[config.mk]
export PLATFORM = sky130hd
export DESIGN_NAME = ioctl_upload_reader
export DESIGN_NICKNAME = d
export VERILOG_FILES = /design/src/rtl/ioctl_upload_reader.sv
export SDC_FILE = /design/constraint.sdc
export NUM_CORES = 1
export LEC_CHECK = 0
export BUFFER_PORTS_ARGS = -buffer_cell sky130_fd_sc_hd__buf_2
export CAP_MARGIN = 30
export CORE_UTILIZATION = 30
export DETAILED_ROUTE_END_ITERATION = 12
export HOLD_SLACK_MARGIN = 0.06
export SYNTH_ARGS = -nofsm -noshare
export SYNTH_HDL_FRONTEND = slang
export SYNTH_SLANG_ARGS = --single-unit
[constraint.sdc]
create_clock -name clk_sys -period 3 [get_ports clk_sys]
set_input_delay 0.6 -clock clk_sys [delete_from_list [all_inputs] [get_ports clk_sys]]
set_output_delay 0.6 -clock clk_sys [all_outputs]
set_load 0.02 [all_outputs]
[src/rtl/ioctl_upload_reader.sv]
// ioctl_upload_reader
// Answers HPS ioctl upload read requests, one byte at a time, by fetching the
// byte from SDRAM through a read-only request port. It uses the same page map
// as the ROM download path, so the HPS can read back the banks written at boot.
// Optional MF2 RAM source is built in when UPLOAD_MF2_EN is defined.
//
// Ports:
//   clk_sys, reset      system clock, synchronous active-high reset
//   ce_ref              SDRAM slot strobe (one pulse per 16 clk_sys)
//   ioctl_upload        HPS upload session active
//   ioctl_rd/addr       one-cycle read request and its byte address
//   ioctl_din/wait      returned byte, high while a request is outstanding
//   mem_rd/addr/bank    SDRAM read request
//   mem_dout            SDRAM data, valid at the ce_ref after mem_rd
//   busy                FSM not idle
//   mf2_a/mf2_q         MF2 RAM address/data (UPLOAD_MF2_EN only)
module ioctl_upload_reader #(
    parameter int         TIMEOUT = 64,
    parameter logic [7:0] FILL    = 8'hFF
) (
    input  logic        clk_sys,
    input  logic        reset,
    input  logic        ce_ref,
    input  logic        ioctl_upload,
    input  logic        ioctl_rd,
    input  logic [24:0] ioctl_addr,
    output logic [7:0]  ioctl_din,
    output logic        ioctl_wait,
    output logic        mem_rd,
    output logic [22:0] mem_addr,
    output logic [1:0]  mem_bank,
    input  logic [7:0]  mem_dout,
    output logic        busy
`ifdef UPLOAD_MF2_EN
    ,
    output logic [12:0] mf2_a,
    input  logic [7:0]  mf2_q
`endif
);

    localparam int CW = $clog2(TIMEOUT + 1);

    typedef enum logic [1:0] {
        IDLE,
        SLOT,
        READ
`ifdef UPLOAD_MF2_EN
        ,
        MF2
`endif
    } state_t;

    state_t        state, state_n;
    logic [CW-1:0] cnt, cnt_n;
    logic [7:0]    din_n;
    logic          wait_n, rd_n;
    logic [22:0]   addr_n;
    logic [1:0]    bank_n;

    // Page decode
    logic [10:0] page;
    logic        map_sd;
    logic [8:0]  map_hi;
    assign page = ioctl_addr[24:14];

    always_comb begin
        map_sd = 1'b1;
        map_hi = 9'h000;
        case (page)
            11'd0, 11'd4: map_hi = 9'h000;
            11'd1, 11'd5: map_hi = 9'h100;
            11'd2, 11'd6: map_hi = 9'h107;
            11'd3, 11'd7: map_hi = 9'h1FF;
            default:      map_sd = 1'b0;
        endcase
    end

`ifdef UPLOAD_MF2_EN
    logic        map_mf2;
    logic [12:0] mf2_a_n;
    // MF2 RAM is 8 KiB, so the upper half of page 8 is unmapped.
    assign map_mf2 = (page == 11'd8) && !ioctl_addr[13];
`endif

    assign busy = (state != IDLE);

    always_comb begin
        state_n = state;
        cnt_n   = cnt;
        din_n   = ioctl_din;
        wait_n  = ioctl_wait;
        rd_n    = mem_rd;
        addr_n  = mem_addr;
        bank_n  = mem_bank;
`ifdef UPLOAD_MF2_EN
        mf2_a_n = mf2_a;
`endif
        if (!ioctl_upload) begin
            // Session ended: drop everything, keep the last returned byte.
            state_n = IDLE;
            cnt_n   = '0;
            wait_n  = 1'b0;
            rd_n    = 1'b0;
        end else begin
            case (state)
                IDLE: begin
                    if (ioctl_wait) begin
                        // wait high while idle marks a pending unmapped reply
                        din_n  = FILL;
                        wait_n = 1'b0;
                    end else if (ioctl_rd) begin
                        wait_n = 1'b1;
                        if (map_sd) begin
                            state_n = SLOT;
                            cnt_n   = '0;
                            addr_n  = {map_hi, ioctl_addr[13:0]};
                            bank_n  = {1'b0, page[2]};
                        end
`ifdef UPLOAD_MF2_EN
                        else if (map_mf2) begin
                            state_n = MF2;
                            cnt_n   = '0;
                            mf2_a_n = ioctl_addr[12:0];
                        end
`endif
                    end
                end
                SLOT, READ: begin
                    // Counter spans both states so a stalled ce_ref still
                    // releases the HPS after TIMEOUT cycles.
                    if (cnt == CW'(TIMEOUT - 1)) begin
                        state_n = IDLE;
                        rd_n    = 1'b0;
                        din_n   = FILL;
                        wait_n  = 1'b0;
                    end else begin
                        cnt_n = cnt + CW'(1);
                        if (ce_ref) begin
                            if (state == SLOT) begin
                                rd_n    = 1'b1;
                                state_n = READ;
                            end else begin
                                din_n   = mem_dout;
                                rd_n    = 1'b0;
                                wait_n  = 1'b0;
                                state_n = IDLE;
                            end
                        end
                    end
                end
`ifdef UPLOAD_MF2_EN
                MF2: begin
                    // mf2_a registers on entry; the RAM needs one more edge
                    // before mf2_q reflects it.
                    if (cnt[0]) begin
                        din_n   = mf2_q;
                        wait_n  = 1'b0;
                        state_n = IDLE;
                    end else begin
                        cnt_n = CW'(1);
                    end
                end
`endif
                default: state_n = IDLE;
            endcase
        end
    end

    always_ff @(posedge clk_sys) begin
        if (reset) begin
            state      <= IDLE;
            cnt        <= '0;
            ioctl_din  <= 8'h00;
            ioctl_wait <= 1'b0;
            mem_rd     <= 1'b0;
            mem_addr   <= '0;
            mem_bank   <= '0;
`ifdef UPLOAD_MF2_EN
            mf2_a      <= '0;
`endif
        end else begin
            state      <= state_n;
            cnt        <= cnt_n;
            ioctl_din  <= din_n;
            ioctl_wait <= wait_n;
            mem_rd     <= rd_n;
            mem_addr   <= addr_n;
            mem_bank   <= bank_n;
`ifdef UPLOAD_MF2_EN
            mf2_a      <= mf2_a_n;
`endif
        end
    end

endmodule

# Yosys cells after proc, flatten, opt, wreduce, memory -nomap -nowiden
# Cells that the tools add are included.
[classes] shift=0 mul=0 n_addsub=1 n_eq_ne=17 reduce_logical=17 div=0 order_cmp=0 bitwise_logic=2 muxes=28
[ops] operator="$eq 11x3->1 const B" count=4
[ops] operator="$mux 8" count=4
[ops] operator="$mux 7" count=4
[ops] operator="$pmux 9 s3" count=1
[ops] operator="$eq 11x2->1 const B" count=2
[ops] operator="$pmux 8 s2" count=1
[ops] operator="$reduce_and 5->1" count=3
[ops] operator="$pmux 7 s2" count=1
[ops] operator="$mux 2" count=6
[ops] operator="$eq 11x1->1 const B" count=1
[ops] operator="$logic_not 11->1" count=1
[ops] operator="$ne 2x2->1 const B" count=5
[ops] operator="$reduce_or 2->1" count=5
[ops] operator="$mux 1" count=9
[ops] operator="$reduce_or 8->1" count=1
[ops] operator="$add 7x1->7 const B" count=1
[ops] operator="$eq 7x6->1 const B" count=1
[ops] operator="$ne 3x3->1 const B" count=2
[ops] operator="$reduce_bool 2->1" count=3
[ops] operator="$pmux 2 s2" count=1
[ops] operator="$reduce_and 4->1" count=1
[ops] operator="$reduce_and 3->1" count=1
[ops] operator="$eq 2x1->1 const B" count=1
[ops] operator="$eq 2x2->1 const B" count=1
[ops] operator="other kinds (4)" count=5
[word_totals] inputBits=38 wordCells=72 romBits=0 output_inout_bits=36 mem_count=0 ff_bits=43 ramBits=0 latch_bits=0

# Logic depth before layout (Yosys ltp)
# Gate-level depths: netlist of the first run.
[depth] word_depth=7 ltp_mapped=7

# Least setup slack after synthesis of the first run
# Ideal clock, no wire load.
[synth_path] kind="input-to-reg" startpoint="input port ioctl_addr[17]" endpoint="register cnt[3]" t_arrival_ps=1778 setup_slack_ps=1152 path_buffers=0 setup_ps=70 path_stages=4 required_time_ps=2930 path_cell_list="nor4b_4 > a41oi_4 > or4_1 > a21oi_1"
[synth_via] elab_chain_cells=5 elab_cells_between_ends=12 cone_classes="eq/ne (8); mux (1); reduce/logical (3)"
[synth_lines] element="from (decl)" line_no="26" source="input logic [24:0] ioctl_addr,"
[synth_lines] element="$eq 11x2->1, or another cell as far along" line_no="69" source="case (page)"
[synth_lines] element="$reduce_or 8->1 (no line) (*)"
[synth_lines] element="$mux 1 (*)" line_no="69"
[synth_lines] element="$ne 2x2->1 (no line) (*)"
[synth_lines] element="$reduce_and 5->1 (no line) (*)"
[synth_lines] element="to (signal assigned)" line_no="183" source="cnt <= cnt_n;"
[synth_lines] element="to (decl)" line_no="54" source="logic [CW-1:0] cnt, cnt_n;"
# Mark *: on every way between the ends. The rest lies on a longest branch, timed or not.
# A chain may end at the register's enable or synchronous reset.

# Worst setup path in the final report of the first run
[layout_path] startpoint="register state[0]" endpoint="register ioctl_din[4]"
[layout_via] elab_chain_cells=4 elab_cells_between_ends=10 cone_classes="eq/ne (5); mux (1); reduce/logical (4)"
[layout_lines] element="from (decl)" line_no="53" source="state_t state, state_n;"
[layout_lines] element="from (signal assigned)" line_no="182" source="state <= state_n;"
[layout_lines] element="$eq 2x1->1 or $eq 2x2->1 (tied branches)" line_no="105, 139"
[layout_lines] element="$reduce_or 2->1" line_no="105" source="case (state)"
[layout_lines] element="$ne 3x3->1 (no line) or $reduce_bool 2->1 (tied branches)"
[layout_lines] element="$reduce_and 5->1 (no line)"
[layout_lines] element="to (signal assigned)" line_no="184" source="ioctl_din <= din_n;"
[layout_lines] element="to (decl)" line_no="27" source="output logic [7:0] ioctl_din,"
# Several ways; a longest one is shown, not always the timed one.

==> results by group, run 1 <==
Min path
  • Hold WC Path Type: reg -> reg
  • Hold depth: 2
  • Min-delay src: cnt[6]
  • Hold path endpoint: cnt[6]

Floorplanning
  • Starting Density: 31.2%
  • Die ar.: 6060 µm²
  • Core area: 5540 µm²
  • Row Count: 27
  • Die H: 77.9 µm
  • DIE WIDTH: 77.9 µm
  • I/O pin total: 74

Clocking
  • Clk Latency, worst-skew pair: 0.28 ns
  • Root Driver: clkbuf_8
  • Htree depth: 2
  • CTS Buffer Depth: 2
  • Postcts setup bufs: 0
  • PostCTS Resize Cnt: 0
  • CTS Buf Count: 5
  • Worst-path clk slew: 0.08 ns
  • TritonCTS clock tree: built
  • Clock sinks: 37
  • Hold buffers post-CTS: 0

Timing
  • Worst-Margin Slew: 0.764 ns
  • Period minus WS final: 2.08 ns
  • Final Skew: 0.00456 ns
  • Setup_tns: 0 ns
  • Pins Over Slew Limit: 0
  • RSZ-0062 raised after global routing: no
  • Worst slew margin: 48.6%
  • Hold Fails Final Rpt: 0
  • Setup violations, final: 0
  • Final worst setup slack: 0.919 ns
  • Final Cycle Share: 69.4%
  • Fmax: 0.481 GHz

Setup path
  • Reg2reg end: ioctl_din[4]
  • Critical path arrival: 2.20 ns
  • RR Startpoint: state[0]
  • WP data required: 3.12 ns
  • Slowest-stage cell, CP: nor4_2
  • Crit path launch type: register
  • Worst R2R Setup Slack: 0.92 ns
  • CP max stage delay: 0.68 ns
  • Delay-heaviest family, CP: simple AND/OR/NAND/NOR gates
  • Worst-path fanout max: 8
  • WS Path Type: reg -> reg
  • Crit-path cells: inv_1, ha_1, o21ai_0, nor4_2, a221oi_1
  • CP Capture Type: register
  • Reg2reg path depth: 5
  • CP Buf/Inv Count: 1

Synth
  • Yosys cell types: 40
  • Register area share after synthesis: 42.9%
  • Post-synth EDFFs: 0
  • Syn nets: 231
  • Synth Instances: 189
  • Fraction of registers with async set/reset: 0%
  • Share of the synthesized area in the top cell type: 42.9%
  • Main synth FF type: dfxtp_1
  • Cell taking the most area after synthesis: dfxtp_1
  • Synth top area cells: dfxtp_1, mux2i_1, inv_1, nor2_1, a221oi_1
  • Post-synthesis cell area: 1730 µm²
  • Synthesized area per cell: 9.14 µm²
  • #FFs+latches synth: 37
  • Ys Warns: 0

Cells and area
  • Share of cells above drive strength 1: 34.2%
  • P&R area growth vs syn: 29.8%
  • Net count reported at finish: 298
  • Final Core Density: 40.4%
  • Fillcell total: 579
  • ANT cells: 0
  • Final non-filler cell total: 329

Power and ir drop
  • Worst vdd ir: 0.224 mV
  • Static Leak: 1.11 nW
  • Power per cell area: 481 nW/µm²

Drt
  • Drt total wl: 3810 µm
  • Vias: 1520
  • Pre-Repair DR Iteration Count: 4
  • Vias/cell: 4.62
  • Wire per inst: 11.6 µm
  • DRC: 0
  • Post-DRT Antenna Nets: 0
  • Initial DRC Count: 53

Place
  • GPL Wtd Cong: 0.761
  • Placed cells: 321
  • HPWL Detailed: 2780 µm
  • Post-place setup slack: 0.810 ns
  • Port Buf Inserts: 72

Run
  • Max_cap viols: 0

GRT
  • Antenna violations before repair: 0
  • Largest net degree at the start of global routing: 29
  • Vias in the first global route: 1249
  • GR Overflow Total: 0
  • First-pass GRT wire length: 5980 µm
  • GRT Util Overall: 12.5%

Status
  • Status: finished clean
==> kinds of logic after synthesis <==
group	synth area share (%)
fa+ha+maj	2.90
flops	42.9
simple gates	18.8
compound gates	15.5
buf+inv	10.4
other cells	0.217
mux	9.28
==> worst max-delay path by stage <==
| stage | cells past startpoint | from | slack [ns] | to |
|---|---|---|---|---|
| after global routing | 5 | state[0] | 0.72 | ioctl_din[4] |
| after CTS | 5 | state[0] | 0.89 | ioctl_din[3] |
| final | 5 | state[0] | 0.92 | ioctl_din[4] |
| after detailed placement | 5 | ioctl_addr[17] | 0.81 | cnt[5] |
| after floorplan | 4 | ioctl_addr[17] | 1.15 | cnt[3] |
| after global placement | 5 | ioctl_addr[17] | 0.85 | cnt[3] |
==> routing by layer <==
metal  global-route usage [%]  vias up  share of wire, %
met5                        0        -                 0
met4                     3.96        0              0.42
met3                     3.06        2               5.1
met2                     18.7       42                45
met1                     17.5      690                50
li1                         -      786                 -
==> through the flow <==
| stage | area (µm²) | power (mW) | hold WS, ns |
|---|---|---|---|
| 5_1_grt | 2240 | 1.13 | 0.492 |
| 3_5_place_dp | 2100 | 0.576 | 0.455 |
| 3_3_place_gp | 2100 | 0.575 | 0.453 |
| 2_1_floorplan | 1730 | 0.540 | 0.432 |
| 4_1_cts | 2240 | 1.10 | 0.467 |
| 6_report | 2240 | 1.08 | 0.462 |
==> tightest hold or removal path, cell delays in order, from the launching register on <==
cell     delay [ns]
dfxtp_1        0.31
o21ai_0        0.07
nor2_1         0.04
==> layout make-up <==
type	instances	area, µm²	share of cell area, %
Clock buffer	5	68.8	3.07
Clock inverter	3	68.8	3.07
Inverter	24	90.1	4.02
Multi-Input combinational cell	114	807	36.0
Sequential cell	37	741	33.1
Tap cell	72	90.1	4.02
Timing Repair Buffer	74	375	16.8
==> where the power goes <==
| group | switching, mW | total [mW] | internal (mW) |
|---|---|---|---|
| Sequential | 0.00263 | 0.498 | 0.495 |
| Combinational | 0.0365 | 0.0659 | 0.0294 |
| Clock | 0.180 | 0.515 | 0.335 |
| Total | 0.220 | 1.08 | 0.859 |
==> synthesized netlist by cell type, types with 2 or more instances <==
| cell | count |
|---|---|
| or4_1 | 5 |
| mux2i_1 | 16 |
| nand2b_1 | 2 |
| nor2b_1 | 2 |
| dfxtp_1 | 37 |
| ha_1 | 4 |
| buf_2 | 2 |
| o21ai_0 | 8 |
| buf_4 | 7 |
| nand2_1 | 5 |
| or3_1 | 2 |
| inv_1 | 24 |
| nor2_1 | 19 |
| nand3_1 | 5 |
| clkbuf_1 | 4 |
| a21oi_1 | 11 |
| nor3_1 | 3 |
| a221oi_1 | 8 |
| o31ai_1 | 4 |
==> layout by cell type, fill, tap and decap left out, drive strengths merged, types with 2 or more instances in the layout <==
master	n
o31ai	4
ha	4
or3	2
nor2b	2
nor4	3
a21oi	11
nand2	5
clkbuf	5
a221oi	8
bufinv	2
inv	25
nand3	5
or2	2
nor3	3
or4	5
o21ai	9
dfxtp	37
buf	74
mux2i	16
nand2b	2
nor2	19
==> sequential cells by signal (all words and copies together) (netlist names) <==
signal	flops
cnt	7
mem_addr	17
mem_rd	1
state	2
mem_bank	1
ioctl_din	8
ioctl_wait	1
(Power assumes the default switching activity.)
==> run 2, diff against run 1 <==
==> constraint.sdc (replaced) <==
create_clock -name clk_sys -period 1.8 [get_ports clk_sys]
set_input_delay 0.36 -clock clk_sys [delete_from_list [all_inputs] [get_ports clk_sys]]
set_output_delay 0.36 -clock clk_sys [all_outputs]
set_load 0.02 [all_outputs]
==> run 2 against run 1 <==
- wire length increased by 2.8%
- worst hold slack lost 0.15 ns
- critical path type unchanged
- first-iteration DRC count fell by 26%
- non-clock buffer count up 15
- flip-flop and latch count stayed put
==> results by group, run 2 (synthesis gave the netlist of run 1 again) <==
Status
  • Status: finished clean (unchanged)

Clocking
  • Postcts setup bufs: 0 (unchanged)
  • PostCTS Resize Cnt: 0 (unchanged)
  • TritonCTS clock tree: built (unchanged)
  • Clock sinks: 37 (unchanged)
  • Hold buffers post-CTS: 0 (unchanged)
  • Clk Latency, worst-skew pair: 0.28 ns (about the same)
  • Htree depth: 2 (unchanged)
  • CTS Buffer Depth: 2 (unchanged)
  • Root Driver: clkbuf_8 (unchanged)
  • Worst-path clk slew: 0.08 ns (about the same)
  • CTS Buf Count: 5 (unchanged)

Timing
  • Pins Over Slew Limit: 0 (unchanged)
  • RSZ-0062 raised after global routing: no (unchanged)
  • Fmax: 0.584 GHz (was 0.481 GHz)
  • WHS: 0.314 ns (was 0.462 ns)
  • Final Cycle Share: 95.1% (was 69.4%)
  • Hold Fails Final Rpt: 0 (unchanged)
  • Setup violations, final: 0 (unchanged)
  • Final Skew: 0.0101 ns (was 0.00456 ns)
  • Period minus WS final: 1.71 ns (was 2.08 ns)
  • Final worst setup slack: 0.0874 ns (was 0.919 ns)

Setup path
  • WS Path Type: reg -> reg (unchanged)
  • Worst-path fanout max: 12 (was 8)
  • Reg2reg path depth: 4 (was 5)
  • Critical path arrival: 1.92 ns (was 2.20 ns)
  • CP Capture Type: register (unchanged)
  • Crit path launch type: register (unchanged)
  • WP data required: 2.00 ns (was 3.12 ns)

Cells and area
  • Leading cell type in the layout, fill and taps excluded: buf_2 (unchanged)
  • Cell area after layout: 2350 µm² (was 2240 µm²)
  • Most frequent cells in the layout: buf_2, dfxtp_1, inv_1, nor2_1 (was buf_2, dfxtp_1, inv_1, nor2_1, mux2i_1)
  • ANT cells: 0 (unchanged)
  • Fillcell total: 577 (was 579)
  • Share of cells above drive strength 1: 39.3% (was 34.2%)
  • Net count reported at finish: 313 (was 298)
  • Final Core Density: 42.4% (was 40.4%)
  • Largest Register: mem_addr (unchanged)
  • P&R area growth vs syn: 36.2% (was 29.8%)
  • Largest regs: mem_addr: 17 flops, ioctl_din: 8 flops, cnt: 7 flops (unchanged)
  • Max reg flops: 17 (unchanged)

Drt
  • Initial DRC Count: 39 (was 53)
  • Post-DRT Antenna Nets: 0 (unchanged)
  • Vias: 1554 (was 1520)
  • Pre-Repair DR Iteration Count: 4 (unchanged)
  • DRC: 0 (unchanged)
  • Drt total wl: 3910 µm (was 3810 µm)
  • Wire per inst: 11.4 µm (was 11.6 µm)
  • Vias/cell: 4.52 (was 4.62)

Power and ir drop
  • Net switching power: 0.355 mW (was 0.220 mW)
  • Clock share of power: 38.6% (was 47.7%)
  • Worst vdd ir: 0.364 mV (was 0.224 mV)
  • Pint: 1.19 mW (was 0.859 mW)
  • Sw Share: 23.0% (was 20.4%)
  • Pwr Total: 1.55 mW (was 1.08 mW)
  • Combinational power share: 7.8% (was 6.1%)
  • Sequential Power Share: 53.6% (was 46.1%)
  • Power per cell area: 659 nW/µm² (was 481 nW/µm²)
  • Static Leak: 1.17 nW (was 1.11 nW)

GRT
  • GRT Util Overall: 13.1% (was 12.5%)
  • Antenna violations before repair: 0 (unchanged)
  • Vias in the first global route: 1439 (was 1249)
  • First-pass GRT wire length: 6440 µm (was 5980 µm)
  • GR Overflow Total: 0 (unchanged)
  • Largest net degree at the start of global routing: 27 (was 29)

Place
  • DP Area: 2230 µm² (was 2100 µm²)
  • GPL Wtd Cong: 0.755 (was 0.761)
  • HPWL Detailed: 2960 µm (was 2780 µm)
  • Post-place setup slack: -0.0839 ns (was 0.810 ns)
  • Port Buf Inserts: 72 (unchanged)

Run
  • Max_cap viols: 0 (unchanged)

Min path
  • Hold depth: 3 (was 2)
  • Hold WC Path Type: in -> reg (was reg -> reg)

Floorplanning
  • Die H: 77.9 µm (unchanged)
  • Die ar.: 6060 µm² (unchanged)
  • Starting Density: 31.2% (unchanged)
  • Core area: 5540 µm² (unchanged)
  • DIE WIDTH: 77.9 µm (unchanged)
  • Row Count: 27 (unchanged)
  • I/O pin total: 74 (unchanged)
==> run 2: critical path, cell delays in order, from the launching register on <==
cell	delay, ns
dfxtp_1	0.34
nor4_4	0.35
a41oi_4	0.25
or4_1	0.55
a21oi_1	0.14
==> run 2: worst paths after layout <==
kind                                     from           end  slack, ns
worst min-delay path            ioctl_addr[1]   mem_addr[1]       0.31
worst max-delay path               ioctl_wait        cnt[4]       0.09
worst max register to register     ioctl_wait        cnt[4]       0.09
worst min register to register   ioctl_din[5]  ioctl_din[5]       0.47
==> run 2: layer usage <==
metal	global-route usage [%]	wire (µm)	up-vias
met5	0	0	-
met2	22.4	1840	38
met1	16.7	1850	696
li1	-	-	818
met3	2.94	204	2
met4	2.83	19	0
==> run 2: layout make-up <==
cell class                 count  area, µm²  area share [%]
multi-input combinational    114        832            35.4
sequential                    37        742            31.6
timing repair buffer          89        500            21.3
inverter                      24       90.1            3.83
tap                           72       90.1            3.83
clock buffer                   6       82.6            3.51
clock inverter                 2       13.8           0.585
==> run 2: power groups by stage <==
| stage | Combinational (mW) | Clock (mW) | Sequential (mW) |
|---|---|---|---|
| 2_1_floorplan | 0.0421 | 0 | 0.858 |
| 3_3_place_gp | 0.120 | 0 | 0.849 |
| 3_5_place_dp | 0.121 | 0 | 0.849 |
| 4_1_cts | 0.122 | 0.625 | 0.829 |
| 5_1_grt | 0.135 | 0.660 | 0.830 |
| 6_report | 0.121 | 0.598 | 0.829 |
==> run 2: per-stage QoR <==
step | std cells | TNS (ns)
2_1_floorplan | 189 | 0
3_3_place_gp | 336 | -0.117
3_5_place_dp | 336 | -0.352
4_1_cts | 344 | 0
5_1_grt | 344 | 0
6_report | 344 | 0
==> run 3, diff against run 2 <==
--- a/config.mk
+++ b/config.mk
@@ -5,11 +5,13 @@
 export SDC_FILE = /design/constraint.sdc
 export NUM_CORES = 1
 export LEC_CHECK = 0
+export ABC_AREA = 0
 export BUFFER_PORTS_ARGS = -buffer_cell sky130_fd_sc_hd__buf_2
 export CAP_MARGIN = 30
 export CORE_UTILIZATION = 30
 export DETAILED_ROUTE_END_ITERATION = 12
 export HOLD_SLACK_MARGIN = 0.06
+export PLACE_DENSITY = 0.61
 export SYNTH_ARGS = -nofsm -noshare
 export SYNTH_HDL_FRONTEND = slang
 export SYNTH_SLANG_ARGS = --single-unit
==> run 3 against run 2 <==
- combinational power barely moved
- wire length rose by 8.7%
- via count rose by 3.6%
- total power rose by 18%
- worst hold slack got worse by 0.012 ns
- critical path depth rose by 2
- die area did not move
- design area rose by 3.0%
- global-route usage rose by 0.098 points
- largest cell class unchanged
==> results by group, run 3 (synthesis gave the netlist of run 1 again) <==
Timing
  • Hold Fails Final Rpt: 0 (unchanged)
  • WHS: 0.303 ns (was 0.314 ns)
  • RSZ-0062 raised after global routing: no (unchanged)
  • Setup_tns: 0 ns (unchanged)
  • Fmax: 0.587 GHz (was 0.584 GHz)
  • Final Skew: 0.00750 ns (was 0.0101 ns)
  • Period minus WS final: 1.70 ns (was 1.71 ns)
  • Final Cycle Share: 94.7% (was 95.1%)
  • Pins Over Slew Limit: 0 (unchanged)
  • Setup violations, final: 0 (unchanged)

Floorplanning
  • I/O pin total: 74 (unchanged)
  • Die H: 77.9 µm (unchanged)
  • Starting Density: 31.2% (unchanged)
  • Row Count: 27 (unchanged)
  • Die ar.: 6060 µm² (unchanged)
  • DIE WIDTH: 77.9 µm (unchanged)
  • Core area: 5540 µm² (unchanged)

Drt
  • DRC: 0 (unchanged)
  • Vias/cell: 4.63 (was 4.52)
  • Vias: 1610 (was 1554)
  • Wire per inst: 12.2 µm (was 11.4 µm)
  • Initial DRC Count: 48 (was 39)
  • Pre-Repair DR Iteration Count: 4 (unchanged)
  • Post-DRT Antenna Nets: 0 (unchanged)
  • Drt total wl: 4250 µm (was 3910 µm)

Cells and area
  • Max reg flops: 17 (unchanged)
  • Fillcell total: 539 (was 577)
  • Most frequent cells in the layout: buf_2, dfxtp_1, inv_1, buf_4, nor2_1 (was buf_2, dfxtp_1, inv_1, nor2_1)
  • Share of cells above drive strength 1: 39.9% (was 39.3%)
  • Final Core Density: 43.7% (was 42.4%)
  • P&R area growth vs syn: 40.2% (was 36.2%)
  • Leading cell type in the layout, fill and taps excluded: buf_2 (unchanged)
  • Net count reported at finish: 317 (was 313)
  • Largest regs: mem_addr: 17 flops, ioctl_din: 8 flops, cnt: 7 flops (unchanged)
  • ANT cells: 0 (unchanged)
  • Largest Register: mem_addr (unchanged)
  • Final non-filler cell total: 348 (was 344)

GRT
  • Vias in the first global route: 1376 (was 1439)
  • Largest net degree at the start of global routing: 27 (unchanged)
  • Antenna violations before repair: 0 (unchanged)
  • GR Overflow Total: 0 (unchanged)
  • First-pass GRT wire length: 6290 µm (was 6440 µm)
  • GRT Util Overall: 13.2% (was 13.1%)

Clocking
  • CTS Buffer Depth: 2 (unchanged)
  • Htree depth: 2 (unchanged)
  • Hold buffers post-CTS: 0 (unchanged)
  • Worst-path clk slew: 0.08 ns (about the same)
  • Clk Latency, worst-skew pair: 0.29 ns (was 0.28 ns)
  • Root Driver: clkbuf_8 (unchanged)
  • Clock sinks: 37 (unchanged)
  • TritonCTS clock tree: built (unchanged)
  • CTS Buf Count: 5 (unchanged)

Run
  • Max_cap viols: 0 (unchanged)

Power and ir drop
  • Power per cell area: 753 nW/µm² (was 659 nW/µm²)
  • Worst vdd ir: 0.436 mV (was 0.364 mV)
  • Pwr Total: 1.82 mW (was 1.55 mW)
  • Static Leak: 1.21 nW (was 1.17 nW)

Place
  • GPL Wtd Cong: 0.766 (was 0.755)
  • Port Buf Inserts: 72 (unchanged)
  • Placed cells: 337 (was 336)
  • HPWL Detailed: 2940 µm (was 2960 µm)

Min path
  • Hold WC Path Type: in -> reg (unchanged)

Setup path
  • Worst-path fanout max: 6 (was 12)
  • Critical path arrival: 1.92 ns (about the same)
  • CP Capture Type: register (unchanged)
  • WP data required: 2.02 ns (was 2.00 ns)
  • WS Path Type: reg -> reg (unchanged)
  • Crit path launch type: register (unchanged)

Status
  • Status: finished clean (unchanged)
[run 3: path summary, 6_finish.rpt]
check | to | slack [ns] | startpoint | depth (start not counted)
hold reg to reg | ioctl_din[2] | 0.47 | ioctl_din[2] | 2
setup reg to reg | cnt[4] | 0.1 | state[0] | 6
hold / removal | mem_addr[7] | 0.30 | ioctl_addr[7] | 3
setup / recovery | cnt[4] | 0.1 | state[0] | 6
[run 3: final cells by class]
class	count	area [µm²]	share of cell area (%)
flip-flops and latches	37	742	30.6
clock buffers	5	68.8	2.84
inverters	24	90.1	3.72
repair buffers	92	523	21.6
clock inverters	3	68.8	2.84
well taps	72	90.1	3.72
multi-input cells	115	838	34.6
[run 3: layer usage]
layer,vias up,global-route usage [%],part of all wire (%)
met3,2,3.29,4.2
met4,0,3.40,0.45
met1,741,17.7,47
met5,-,0,0
li1,825,-,-
met2,42,21.0,48
[run 3: repair_timing]
item,CTS,global route
buffers inserted,0,2
setup endpoints to repair,0,4
resized for setup,0,3
[run 3: report_power, final]
part | internal, mW | switching [mW]
logic | 0.0575 | 0.0654
registers | 0.825 | 0.00405
clock network | 0.558 | 0.313
[run 3: per-stage QoR]
step	worst slack (ns)	area (µm²)
final	0.0951	2420
after global routing	0.00387	2420
after CTS	0.0201	2370
after detailed placement	-0.0960	2240
after global placement	-0.0383	2240
after floorplan	0.125	1730
[run 3: critical path, stage by stage (launching register included)]
cell and delay, ns:
dfxtp_2 0.36, inv_1 0.08, ha_4 0.17, nor2_2 0.23, a41oi_4 0.09, or4_1 0.55
a21oi_1 0.15
